### config.mk
export PLATFORM = sky130hd
export DESIGN_NAME = alu_seq_flat
export DESIGN_NICKNAME = d
export VERILOG_FILES = /design/src/rtl/alu_pkg.sv /design/src/rtl/alu_seq_if.sv /design/src/rtl/alu_mul_seq.sv /design/src/rtl/alu_seq.sv /design/src/flat_wrapper.sv
export SDC_FILE = /design/constraint.sdc
export NUM_CORES = 1
export LEC_CHECK = 0
export ABC_AREA = 0
export CAP_MARGIN = 10
export CORE_MARGIN = 3
export CORE_UTILIZATION = 50
export CTS_BUF_LIST = sky130_fd_sc_hd__clkbuf_8
export CTS_CLUSTER_DIAMETER = 60
export CTS_CLUSTER_SIZE = 10
export DETAILED_ROUTE_END_ITERATION = 8
export HOLD_SLACK_MARGIN = 0.06
export PLACE_DENSITY = 0.79
export SYNTH_ARGS = -nofsm -noshare
export SYNTH_HDL_FRONTEND = slang
export SYNTH_SLANG_ARGS = --single-unit
### constraint.sdc
create_clock -name clk -period 2.9 [get_ports clk]
set_clock_uncertainty 0.05 [all_clocks]
set_input_delay 0.58 -clock clk [delete_from_list [all_inputs] [get_ports clk]]
set_output_delay 0.58 -clock clk [all_outputs]
set_load 0.1 [all_outputs]
### src/rtl/alu_pkg.sv
// alu_pkg: opcode encodings and FSM states shared by the sequential ALU
package alu_pkg;
  localparam logic [5:0] OP_ADD   = 6'b100000;
  localparam logic [5:0] OP_SUB   = 6'b100010;
  localparam logic [5:0] OP_AND   = 6'b100100;
  localparam logic [5:0] OP_OR    = 6'b100101;
  localparam logic [5:0] OP_XOR   = 6'b100110;
  localparam logic [5:0] OP_NOR   = 6'b100111;
  localparam logic [5:0] OP_SLL   = 6'b000000;
  localparam logic [5:0] OP_SRL   = 6'b000010;
  localparam logic [5:0] OP_SRA   = 6'b000011;
  localparam logic [5:0] OP_MULTU = 6'b011001;
  typedef enum logic [1:0] {ST_IDLE, ST_BUSY, ST_DONE} state_t;
endpackage

### src/rtl/alu_seq_if.sv
// alu_seq_if: operand handshake in, result/flags handshake out
interface alu_seq_if #(parameter int BUS = 8, parameter int OP = 6);
  logic [BUS-1:0] a;
  logic [BUS-1:0] b;
  logic [OP-1:0] op;
  logic in_valid;
  logic in_ready;
  logic [BUS-1:0] rdo;
  logic [BUS-1:0] rdo_hi;
  logic carry;
  logic zero;
  logic overflow;
  logic negative;
  logic error;
  logic out_valid;
  logic out_ready;
  modport master (
    output a, b, op, in_valid, out_ready,
    input in_ready, rdo, rdo_hi, carry, zero, overflow, negative, error, out_valid
  );
  modport slave (
    input a, b, op, in_valid, out_ready,
    output in_ready, rdo, rdo_hi, carry, zero, overflow, negative, error, out_valid
  );
endinterface

### src/rtl/alu_mul_seq.sv
// alu_mul_seq: shift-add unsigned multiplier, one bit per cycle, done pulses after BUS steps
module alu_mul_seq #(parameter int BUS = 8) (
  input  logic clk,
  input  logic reset,
  input  logic start,
  input  logic [BUS-1:0] a,
  input  logic [BUS-1:0] b,
  output logic done,
  output logic [2*BUS-1:0] product
);
  localparam int CW = $clog2(BUS) + 1;
  logic [BUS-1:0] m;
  logic [CW-1:0] cnt;
  logic busy;
  function automatic logic [2*BUS-1:0] step(input logic [2*BUS-1:0] p, input logic [BUS-1:0] mc);
    logic [BUS:0] s;
    s = {1'b0, p[2*BUS-1:BUS]} + (p[0] ? {1'b0, mc} : '0);
    return {s, p[BUS-1:1]};
  endfunction
  always_ff @(posedge clk) begin
    if (reset) begin
      product <= '0;
      m <= '0;
      cnt <= '0;
      busy <= 1'b0;
      done <= 1'b0;
    end else begin
      done <= busy && cnt == CW'(BUS-1);
      if (start) begin
        product <= step({{BUS{1'b0}}, b}, a);
        m <= a;
        cnt <= CW'(1);
        busy <= 1'b1;
      end else if (busy) begin
        product <= step(product, m);
        cnt <= cnt + CW'(1);
        busy <= cnt != CW'(BUS-1);
      end
    end
  end
endmodule

### src/rtl/alu_seq.sv
// alu_seq: registered ALU with valid/ready handshake, shifts, iterative MULTU and extended flags
module alu_seq import alu_pkg::*; #(
  parameter int BUS = 8,
  parameter int OP = 6,
  parameter int SH_W = $clog2(BUS)
) (
  input logic clk,
  input logic reset,
  alu_seq_if.slave bus
);
  state_t state, nxt;
  logic [OP-1:0] op;
  logic [SH_W-1:0] sh;
  logic [BUS:0] add, sub;
  logic [BUS-1:0] res;
  logic c, v, err, acc, is_mul, mul_done;
  logic [2*BUS-1:0] prod;
  assign op = bus.op;
  assign sh = bus.b[SH_W-1:0];
  assign add = {1'b0, bus.a} + {1'b0, bus.b};
  assign sub = {1'b0, bus.a} - {1'b0, bus.b};
  assign is_mul = op == OP_MULTU;
  assign acc = bus.in_valid && state == ST_IDLE;
  assign bus.in_ready = state == ST_IDLE;
  assign bus.out_valid = state == ST_DONE;
  alu_mul_seq #(.BUS(BUS)) u_mul (
    .clk(clk),
    .reset(reset),
    .start(acc && is_mul),
    .a(bus.a),
    .b(bus.b),
    .done(mul_done),
    .product(prod)
  );
  always_comb begin
    res = '0;
    c = 1'b0;
    v = 1'b0;
    err = 1'b0;
    case (op)
      OP_ADD: begin
        {c, res} = add;
        v = (bus.a[BUS-1] == bus.b[BUS-1]) && (add[BUS-1] != bus.a[BUS-1]);
      end
      OP_SUB: begin
        {c, res} = sub;
        v = (bus.a[BUS-1] != bus.b[BUS-1]) && (sub[BUS-1] != bus.a[BUS-1]);
      end
      OP_AND: res = bus.a & bus.b;
      OP_OR: res = bus.a | bus.b;
      OP_XOR: res = bus.a ^ bus.b;
      OP_NOR: res = ~(bus.a | bus.b);
      OP_SLL: res = bus.a << sh;
      OP_SRL: res = bus.a >> sh;
      OP_SRA: res = BUS'($signed(bus.a) >>> sh);
      OP_MULTU: res = '0;
      default: err = 1'b1;
    endcase
  end
  always_ff @(posedge clk) begin
    if (reset) state <= ST_IDLE;
    else state <= nxt;
  end
  always_comb begin
    nxt = state;
    case (state)
      ST_IDLE: nxt = bus.in_valid ? (is_mul ? ST_BUSY : ST_DONE) : ST_IDLE;
      ST_BUSY: nxt = mul_done ? ST_DONE : ST_BUSY;
      ST_DONE: nxt = bus.out_ready ? ST_IDLE : ST_DONE;
      default: nxt = ST_IDLE;
    endcase
  end
  always_ff @(posedge clk) begin
    if (reset) begin
      bus.rdo <= '0;
      bus.rdo_hi <= '0;
      bus.carry <= 1'b0;
      bus.zero <= 1'b0;
      bus.overflow <= 1'b0;
      bus.negative <= 1'b0;
      bus.error <= 1'b0;
    end else if (acc && !is_mul) begin
      bus.rdo <= res;
      bus.rdo_hi <= '0;
      bus.carry <= c;
      bus.zero <= res == '0 && !err;
      bus.overflow <= v;
      bus.negative <= res[BUS-1];
      bus.error <= err;
    end else if (state == ST_BUSY && mul_done) begin
      bus.rdo <= prod[BUS-1:0];
      bus.rdo_hi <= prod[2*BUS-1:BUS];
      bus.carry <= |prod[2*BUS-1:BUS];
      bus.zero <= prod[BUS-1:0] == '0;
      bus.overflow <= 1'b0;
      bus.negative <= prod[BUS-1];
      bus.error <= 1'b0;
    end
  end
endmodule
### src/flat_wrapper.sv
// flat-port wrapper written by rule: the top's interface ports become plain ports
module alu_seq_flat import alu_pkg::*;
#(
  parameter int BUS = 8,
  parameter int OP = 6,
  parameter int SH_W = $clog2(BUS)
)
  (clk, reset, bus_a, bus_b, bus_op, bus_in_valid, bus_out_ready, bus_in_ready, bus_rdo, bus_rdo_hi, bus_carry, bus_zero, bus_overflow, bus_negative, bus_error, bus_out_valid);
  alu_seq_if #(.BUS(BUS), .OP(OP)) bus_i ();
  input logic clk;
  input logic reset;
  input wire logic [$bits(bus_i.a)-1:0] bus_a;
  input wire logic [$bits(bus_i.b)-1:0] bus_b;
  input wire logic [$bits(bus_i.op)-1:0] bus_op;
  input wire logic [$bits(bus_i.in_valid)-1:0] bus_in_valid;
  input wire logic [$bits(bus_i.out_ready)-1:0] bus_out_ready;
  output wire logic [$bits(bus_i.in_ready)-1:0] bus_in_ready;
  output wire logic [$bits(bus_i.rdo)-1:0] bus_rdo;
  output wire logic [$bits(bus_i.rdo_hi)-1:0] bus_rdo_hi;
  output wire logic [$bits(bus_i.carry)-1:0] bus_carry;
  output wire logic [$bits(bus_i.zero)-1:0] bus_zero;
  output wire logic [$bits(bus_i.overflow)-1:0] bus_overflow;
  output wire logic [$bits(bus_i.negative)-1:0] bus_negative;
  output wire logic [$bits(bus_i.error)-1:0] bus_error;
  output wire logic [$bits(bus_i.out_valid)-1:0] bus_out_valid;
  assign bus_i.a = bus_a;
  assign bus_i.b = bus_b;
  assign bus_i.op = bus_op;
  assign bus_i.in_valid = bus_in_valid;
  assign bus_i.out_ready = bus_out_ready;
  assign bus_in_ready = bus_i.in_ready;
  assign bus_rdo = bus_i.rdo;
  assign bus_rdo_hi = bus_i.rdo_hi;
  assign bus_carry = bus_i.carry;
  assign bus_zero = bus_i.zero;
  assign bus_overflow = bus_i.overflow;
  assign bus_negative = bus_i.negative;
  assign bus_error = bus_i.error;
  assign bus_out_valid = bus_i.out_valid;
  alu_seq #(.BUS(BUS), .OP(OP), .SH_W(SH_W)) u_core (.clk(clk), .reset(reset), .bus(bus_i));
endmodule
-- Word-level counts from Yosys, hierarchy flattened
Cells that the tools add are included.
W data, S select, Z words.
- flip-flop bits (word level): 53
- bits of input ports: 26
- output and inout port bits: 23
- word-level logic and storage cells: 89
- add/subtract/negate cells: 4
- equality and inequality tests: 17
- shifts and indexed selects: 3
- muxes and demuxes: 28
- bitwise logic cells: 4
- reductions and logical operators: 19
- operators with widths (operator ; number):
    $pmux W8 S9 ; 1
    $eq A6 B6 Y1 const B ; 6
    $mux W16 ; 2
    $mux W8 ; 4
    $add A8 B8 Y9 ; 2
    $logic_not A8 Y1 ; 2
    $mux W1 ; 14
    $eq A6 B2 Y1 const B ; 2
    $reduce_or A10 Y1 ; 1
    $sub A8 B8 Y9 ; 1
    $and A8 B8 Y8 ; 1
    $logic_and A1 B1 Y1 ; 8
    $mux W2 ; 4
    $not A8 Y8 ; 1
    $or A8 B8 Y8 ; 1
    $reduce_or A8 Y1 ; 1
    $shl A8 B3 Y8 ; 1
    $shr A8 B3 Y8 ; 1
    $sshr A8 B3 Y8 ; 1
    $xor A8 B8 Y8 ; 1
    $eq A6 B5 Y1 const B ; 1
    $logic_not A6 Y1 ; 1
    $pmux W2 S3 ; 1
    $add A4 B1 Y4 const B ; 1
    11 further kinds ; 16

-- Logic depth before layout (Yosys ltp)
- depth in word-level cells: 6
- gate-level depth with buffers: 12
- gate-level depth less buffers: 11

-- By module
From an unflattened synthesis, not the netlist that was laid out.
- cells, all modules: 553
- area total of the unflattened synthesis: 4435.5 sq um
- by module, submodules not included (module ; times used ; cells an instance ; area each (sq um) ; seq. area each (sq um)):
    alu_seq ; 1 ; 369 ; 2831.5 ; 440.4
    alu_mul_seq ; 1 ; 184 ; 1604.0 ; 600.6

-- Worst setup path before layout
No wires, ideal clock.
- path type: input to register
- from: input port bus_b[1]
- to: register u_core.bus.negative
- setup time: 0.091 ns
- data arrival time: 2.912 ns
- data required time: 2.759 ns
- setup slack: -0.153 ns
- stages: 11
- buffers on the path: 2
- cell sequence: dlygate4sd1_1 -> buf_2 -> inv_1 -> ha_1 -> o21bai_1 -> a211oi_1 -> a221oi_1 -> or4_1 -> nand3_2 -> nor2_1 -> a311oi_1
- longest elaborated chain between the ends: 3
- ends and longest elaborated chain (element ; RTL line ; RTL):
    start: declaration ; flat_wrapper.sv:13 ; input wire logic [$bits(bus_i.b)-1:0] bus_b;
    $sub A8 B8 Y9 (tied with other cells) ; alu_seq.sv:21 ; assign sub = {1'b0, bus.a} - {1'b0, bus.b};
    $pmux W8 S9 (*) ; alu_seq.sv:40 ; case (op)
    $mux W1 (*) ; alu_seq.sv:82 ; end else if (acc && !is_mul) begin
    end signal: assignment ; alu_seq.sv:88 ; bus.negative <= res[BUS-1];
    end signal: assignment ; alu_seq.sv:96 ; bus.negative <= prod[BUS-1];
    end: declaration ; alu_seq_if.sv:23 ; output in_ready, rdo, rdo_hi, carry, zero, overflow, negative, error, out_valid
Every way passes the cells marked *; elsewhere a longest branch is shown, timed or not.
A chain may end at the register's enable or synchronous reset.

-- Worst setup path after layout
- from: input port bus_a[1]
- to: register u_core.bus.zero
- longest elaborated chain between the ends: 6
- ends and longest elaborated chain (element ; RTL line ; RTL):
    start: declaration ; flat_wrapper.sv:12 ; input wire logic [$bits(bus_i.a)-1:0] bus_a;
    parallel branches: the longest is 2 deep, another holds $sub A8 B8 Y9 ; - ;
    $pmux W8 S9 (*) ; alu_seq.sv:40 ;
    $logic_not A8 Y1 (*) ; alu_seq.sv:86 ; bus.zero <= res == '0 && !err;
    $logic_and A1 B1 Y1 (*) ; alu_seq.sv:86 ;
    $mux W1 (*) ; alu_seq.sv:82 ;
    end signal: assignment ; alu_seq.sv:86 ;
    end: declaration ; alu_seq_if.sv:23 ;
Every way passes the cells marked *.

==> key figures <==
Outcome
  • Status: complete, no violations

Clock tree
  • Longest Clk Path Bufs: 2
  • CTS tree: built
  • Hold buffers post-CTS: 0
  • Clock Sinks: between 50 and 60
  • Skew-Pair Late Insertion Delay: just over 300 ps
  • Clock-pin slew on the worst setup and hold paths: ~100 ps
  • CTS Buf Count: 5
  • CTS H-Tree Depth: 2
  • Clock root buffer: clkbuf_8

STA
  • Worst hold slack: a little over 400 ps
  • Setup tns final: 0 ps
  • Max Fclk: between 0.3 and 0.4 GHz
  • Final Hold Viols: 0
  • Worst-Margin Slew: a little over 600 ps
  • Setup violators final: 0
  • Relative slew slack: 0.595
  • Final-report max-slew violation count: 0
  • Minimum clock period: about 2800 ps
  • Fin crit share: 0.980

Logic synthesis
  • Top FF cell, synth: dfxtp_1
  • Post-synth top area cell: dfxtp_1
  • Synth cell types: between 70 and 80
  • FFs w/ async S/R, synth: 0
  • Count leader, synth: nand2_1
  • EDFF count, synth: 0
  • Cells after synthesis: 562
  • Avg Cell Area, Syn: around 8.0 sq um
  • Syn Nets: 625
  • Sequential area share after synthesis: 0.232
  • Syn. warnings: 0
  • #FFs+latches synth: 52
  • Ranking of synthesized cells by area: dfxtp_1 (23%), ha_1 (9.5%), mux2i_1 (5.6%)
  • Share of the synthesized area in the top cell type: 0.232
  • Mapped Area: 4490 sq um
  • Most frequent cells after synthesis: nand2_1 (61), dfxtp_1 (52), a21oi_1 (48)

Floorplan
  • Core area: around 8500 sq um
  • Die area: between 10,000 and 15,000 sq um
  • Rows: 33
  • Initial Util: 0.531
  • Number of placed I/O pins: approximately 50
  • Die height: roughly 100 um
  • Chip width: 101 um

Routing
  • Drt wl/cell: 17.3 um
  • DRC Markers: 0
  • Detail-routed via count per cell: 5.92
  • Initial DRT Pass Iterations: 5
  • Final WL: 13,600 um
  • Routed Antenna Nets: 0
  • Via count: 4,655
  • DR iter-0 viols: 331

Global routing
  • Grt ovf: 0
  • GRT Total Usage: 0.272
  • Antenna violations before repair: 0
  • Pin count of the biggest net entering global routing: 36
  • First-pass GRT wire length: 22,300 um
  • Vias in the first global route: between 4,000 and 5,000

Pwr
  • Worst VDD drop: just over 0.2 mV
  • Total power per unit cell area: 306 nW/um^2
  • Leak: roughly 2.5 nW

Worst setup path
  • CP max stage cell: clkdlybuf4s50_1
  • CP Max Fanout: 3
  • Crit path buf inv count: 2
  • Critical path arrival: around 3000 ps
  • Crit Path Category: primary input to flop
  • Crit path cell chain: clkdlybuf4s50_1 > inv_2 > fa_2 > or3_4 > a311o_1 > o311ai_2 > xnor2_1 > o221ai_1 > or2b_1 > o31ai_2
  • Worst flop-to-flop path startpoint: u_core.u_mul.product[0]
  • R2r setup slk: 200 ps
  • Crit. End Element: flop
  • Crit. Startpoint: bus_a[1]
  • Max incr delay on CP: approximately 500 ps
  • Data required time of the worst path: 3090 ps
  • CP delay by family, top: compound AO/OA/AOI/OAI gates
  • Setup crit start kind: primary input

Layout
  • Share of layout cells above drive strength 1: 0.269
  • Non-filler instance count after layout: just under 800
  • Final instance area: ~5900 sq um
  • Synth-to-Final Area Change: 31.3%
  • Antenna diode count: 0
  • Fin util: 0.697
  • Nets: between 700 and 800

Place
  • I/O Buffers: 48
  • Post-DP Area: about 5600 sq um
  • Post-DP HPWL: around 11,000 um
  • DP Cell Count: 773
  • Routability cong.: 0.966

Run
  • Max_cap viols: 0

Hold path
  • Hold Crit Class: flop to flop
  • Hold Startpoint: u_core.u_mul.m[2]
## where the power goes
part | switching, mW | total, mW | internal, mW
logic | 0.356 | 0.646 | 0.289
clock network | 0.256 | 0.428 | 0.172
registers | 0.00758 | 0.731 | 0.723
total | 0.620 | 1.80 | 1.18
## path summary, 6_finish.rpt
path,end,cells after the start
worst max register to register,u_core.u_mul.product[14],10
worst min-delay path,u_core.u_mul.m[2],2
worst max-delay path,u_core.bus.zero,10
worst min register to register,u_core.u_mul.m[2],2
## worst min-delay path, delay by kind of cell, from the launching register on
| kind | cells | cell delay, ps |
|---|---|---|
| simple gates | 1 | 50 |
| compound gates | 1 | 50 |
| flops | 1 | 320 |
## kinds of logic (layout without fill, tap and decap cells)
group           count (synthesis)  count (layout)  share of synthesized area
simple gates                  197             197                      0.226
flops                          52              52                      0.232
compound gates                151             151                      0.219
buf+inv                        77             196                     0.0794
fa+ha+maj                      37              37                      0.108
xor+xnor                       11              11                     0.0215
mux                            37              37                      0.114
## state kept, by name, summed over array words and instances (netlist names), 2 cells and up
name                  count
u_core.u_mul.product     16
u_core.bus.rdo_hi         8
u_core.u_mul.m            8
u_core.bus.rdo            7
u_core.u_mul.cnt          4
u_core.state              2
## repair_timing
action                     CTS  global route
setup endpoints to repair    4             5
buffers inserted             5             0
pin swaps                    8             9
gates resized for setup     19            23
## metal layers
layer  share of wire  global-route usage  routed length [um]  up-vias
met2            0.47               0.445                6450      124
met1            0.46               0.384                6280     2240
li1                -                   -                   -     2279
met3           0.050              0.0311                 684       12
met5               0                   0                   0        -
met4           0.014              0.0632                 193        0
## through the flow
stage	total power, mW	worst slack (ps)
floorplan	1.10	10.8
detailed placement	1.34	-599
global placement	1.33	-538
finish	1.80	58.1
global route	1.89	-49.1
CTS	1.78	22.9
## cells in the final DEF (no fill, tap or decap), drive strengths merged, types with 5 or more instances in the layout
cell type	Yosys	layout
buf	13	129
nand2	61	61
dfxtp	52	52
a21oi	48	48
nor2	39	39
inv	34	35
ha	34	34
mux2i	25	25
o21ai	20	20
clkdlybuf4s50	0	18
a211oi	16	16
nor3	15	15
nand3	14	14
o211ai	12	12
a31oi	11	11
mux4	10	10
and2	9	9
nand2b	9	9
nor4	9	9
xnor2	8	8
a21o	8	8
and3	7	7
nor2b	6	6
clkbuf	29	5
nand4	5	5
o22ai	5	5
or3	5	5
## layout make-up
| type | count | area (sq um) |
|---|---|---|
| multi-input combinational | 433 | 3250 |
| timing repair buffer | 154 | 1260 |
| fill | 706 | 2570 |
| clock buffer | 5 | 68.8 |
| sequential | 52 | 1040 |
| tap | 105 | 131 |
| clock inverter | 3 | 21.3 |
| inverter | 34 | 128 |
No activity file was read; power rests on OpenSTA's default activity.
==> edit: new RTL, config.mk and constraints unchanged <==
`OP` is set to 6 in 3 places; all go to 5.
--- a/src/rtl/alu_seq_if.sv
+++ b/src/rtl/alu_seq_if.sv
@@ -1,5 +1,5 @@
 // alu_seq_if: operand handshake in, result/flags handshake out
-interface alu_seq_if #(parameter int BUS = 8, parameter int OP = 6);
+interface alu_seq_if #(parameter int BUS = 8, parameter int OP = 5);
   logic [BUS-1:0] a;
   logic [BUS-1:0] b;
   logic [OP-1:0] op;
--- a/src/rtl/alu_seq.sv
+++ b/src/rtl/alu_seq.sv
@@ -1,7 +1,7 @@
 // alu_seq: registered ALU with valid/ready handshake, shifts, iterative MULTU and extended flags
 module alu_seq import alu_pkg::*; #(
   parameter int BUS = 8,
-  parameter int OP = 6,
+  parameter int OP = 5,
   parameter int SH_W = $clog2(BUS)
 ) (
   input logic clk,
--- a/src/flat_wrapper.sv
+++ b/src/flat_wrapper.sv
@@ -2,7 +2,7 @@
 module alu_seq_flat import alu_pkg::*;
 #(
   parameter int BUS = 8,
-  parameter int OP = 6,
+  parameter int OP = 5,
   parameter int SH_W = $clog2(BUS)
 )
   (clk, reset, bus_a, bus_b, bus_op, bus_in_valid, bus_out_ready, bus_in_ready, bus_rdo, bus_rdo_hi, bus_carry, bus_zero, bus_overflow, bus_negative, bus_error, bus_out_valid);
Ports: changed (resized bus_op); port bits go from 49 to 48. The function was not compared with the original's and may differ.
==> edit against the unedited design <==
Setup slack gained 0.22 ns; global-route usage is 4.2 points lower; power shrank 16%; design area shrank 35%; synthesized cell count decreased by 34%; combinational power shrank 47%; first-iteration DRC count is 47% lower; wire length fell by 40%; core utilization is 5.8 points lower; largest cell class unchanged; count of clock-buffer cells in the layout did not move; area after synthesis decreased by 31%; sequential cell count is 1 lower; critical path depth down 3.
==> edit: results (changes against the unedited design) <==
* Slew Limit Headroom at 45.5% (was 59.5%)
* Share of cells above drive strength 1 at 18.8% (was 26.9%)
* Input/output buffers at 46 (was 48)
* Length of routed wiring on met1 at 3820 um (was 6280 um)
* Count of cell types in the netlist at 59 (was 77)
* Fin nets at 466 (was 743)
* DP Wirelength at 6180 um (was 10,600 um)
* Drt pass-1 iters at 4 (was 5)
* Top cells by count, synth: 65 x nand2_1, 51 x dfxtp_1, 34 x a21oi_1, 26 x nor2_1, 20 x mux2i_1 (was 61 x nand2_1, 52 x dfxtp_1, 48 x a21oi_1, 39 x nor2_1, 34 x ha_1)
* Placer Congestion at 0.897 (was 0.966)
* Worst vdd ir at 0.373 mV (was 0.204 mV)
* Vias in the first global route at 2,857 (was 4,493)
* Global-route wire length before repair at 13,700 um (was 22,300 um)
* Worst EP arrival at 2.82 ns (was 3.04 ns)
* Area contributors post-synth: dfxtp_1 33%, nand2_1 7.9%, mux2i_1 6.4% (was dfxtp_1 23%, ha_1 9.5%, mux2i_1 5.6%)
* Largest net degree at the start of global routing at 43 (was 36)
* Number of fill cells at 520 (was 706)
* Switch share at 32.3% (was 34.4%)
* Seq/Total Area, Yosys at 32.9% (was 23.2%)
* Initial drt markers at 174 (was 331)
* Placed cell count at 499 (was 773)
* # resized after CTS at 0 (was 19)
* Met3 Routed Length at 469 um (was 684 um)
* Via count at 3,004 (was 4,655)
* CTS Buffer Depth at 2 (unchanged)
* Crit Path Max Fanout at 9 (was 3)
* Setup repair bufs after CTS at 0 (was 5)
* Place WS at -0.0351 ns (was -0.599 ns)
* Max Used Layer: met4 (unchanged)
* CP max stage delay at 0.57 ns (was 0.50 ns)
* DR WL/cell at 16.2 um (was 17.3 um)
* Met2 WL at 3820 um (was 6450 um)
* Total GRT Usage at 23.0% (was 27.2%)
* Post-Syn Nets at 408 (was 625)
* Status: finished, final reports clean (unchanged)
* Clock root cell: clkbuf_8 (unchanged)
* Syn Inst Count at 373 (was 562)
* Drt total wl at 8190 um (was 13,600 um)
* Leakage at 1.54 nW (was 2.48 nW)
-- edit: changes by cell type after synthesis, moves of 5 or more --
cell | unedited run | this run
inv_1 | 32 | 1
ha_1 | 34 | 9
a21oi_1 | 48 | 34
nor2_1 | 39 | 26
o21ai_0 | 18 | 5
clkbuf_1 | 29 | 19
o211ai_1 | 12 | 2
a211oi_1 | 16 | 10
nor3_1 | 14 | 8
mux2i_1 | 25 | 20
nand2b_1 | 8 | 3
-- edit: final cells by class --
class                      count  share of cell area [%]
clock buffer                   5                    1.81
tap                           75                    2.47
inverter                       3                   0.658
multi-input combinational    288                    49.7
clock inverter                 3                   0.756
sequential                    51                    26.8
timing repair buffer          82                    17.8
-- edit: metal layers --
metal	GRT usage, %	vias up
li1	-	1464
met4	5.61	0
met1	32.8	1420
met5	0	-
met3	3.11	9
met2	37.0	111
-- edit: power groups by stage --
stage | Combinational (mW) | Sequential (mW) | Clock, mW
2_1_floorplan | 0.155 | 0.814 | 0
3_3_place_gp | 0.337 | 0.744 | 0
3_5_place_dp | 0.340 | 0.744 | 0
4_1_cts | 0.341 | 0.728 | 0.442
5_1_grt | 0.362 | 0.731 | 0.469
6_report | 0.343 | 0.728 | 0.436
-- edit: worst paths after layout --
check                                        from                                     to  slack, ns  cells after the start
max reg2reg  u_core.u_mul.product[0]$_SDFFE_PP0P_  u_core.u_mul.product[15]$_SDFFE_PP0P_       0.40                      9
min reg2reg        u_core.u_mul.m[5]$_SDFFE_PP0P_         u_core.u_mul.m[5]$_SDFFE_PP0P_       0.41                      2
max                                      bus_b[0]           u_core.bus.zero$_SDFFE_PP0P_       0.28                      7
min                u_core.u_mul.m[5]$_SDFFE_PP0P_         u_core.u_mul.m[5]$_SDFFE_PP0P_       0.41                      2
-- edit: metrics by stage --
stage	setup TNS (ns)	area [sq um]
after global placement	-0.0120	3710
after detailed placement	-0.0351	3710
final	0	3800
after floorplan	0	3110
after global routing	0	3800
after CTS	0	3800
-- edit: critical path, delay by kind of cell --
kind / cells / cell delay [ns]
AO/OA/AOI/OAI: 3 / 0.41
buffers and inverters: 2 / 0.79
multiplexers: 1 / 0.57
AND/OR/NAND/NOR: 1 / 0.47
-- edit: cell families after synthesis --
family	share of synthesized area, %
AOI/OAI and AO/OA	18.8
xor gates and xnor gates	2.54
adders and majority gates	4.27
buffers and inverters	6.32
DFF	32.9
muxes	12.1
other	0.121
and+or+nand+nor	22.9
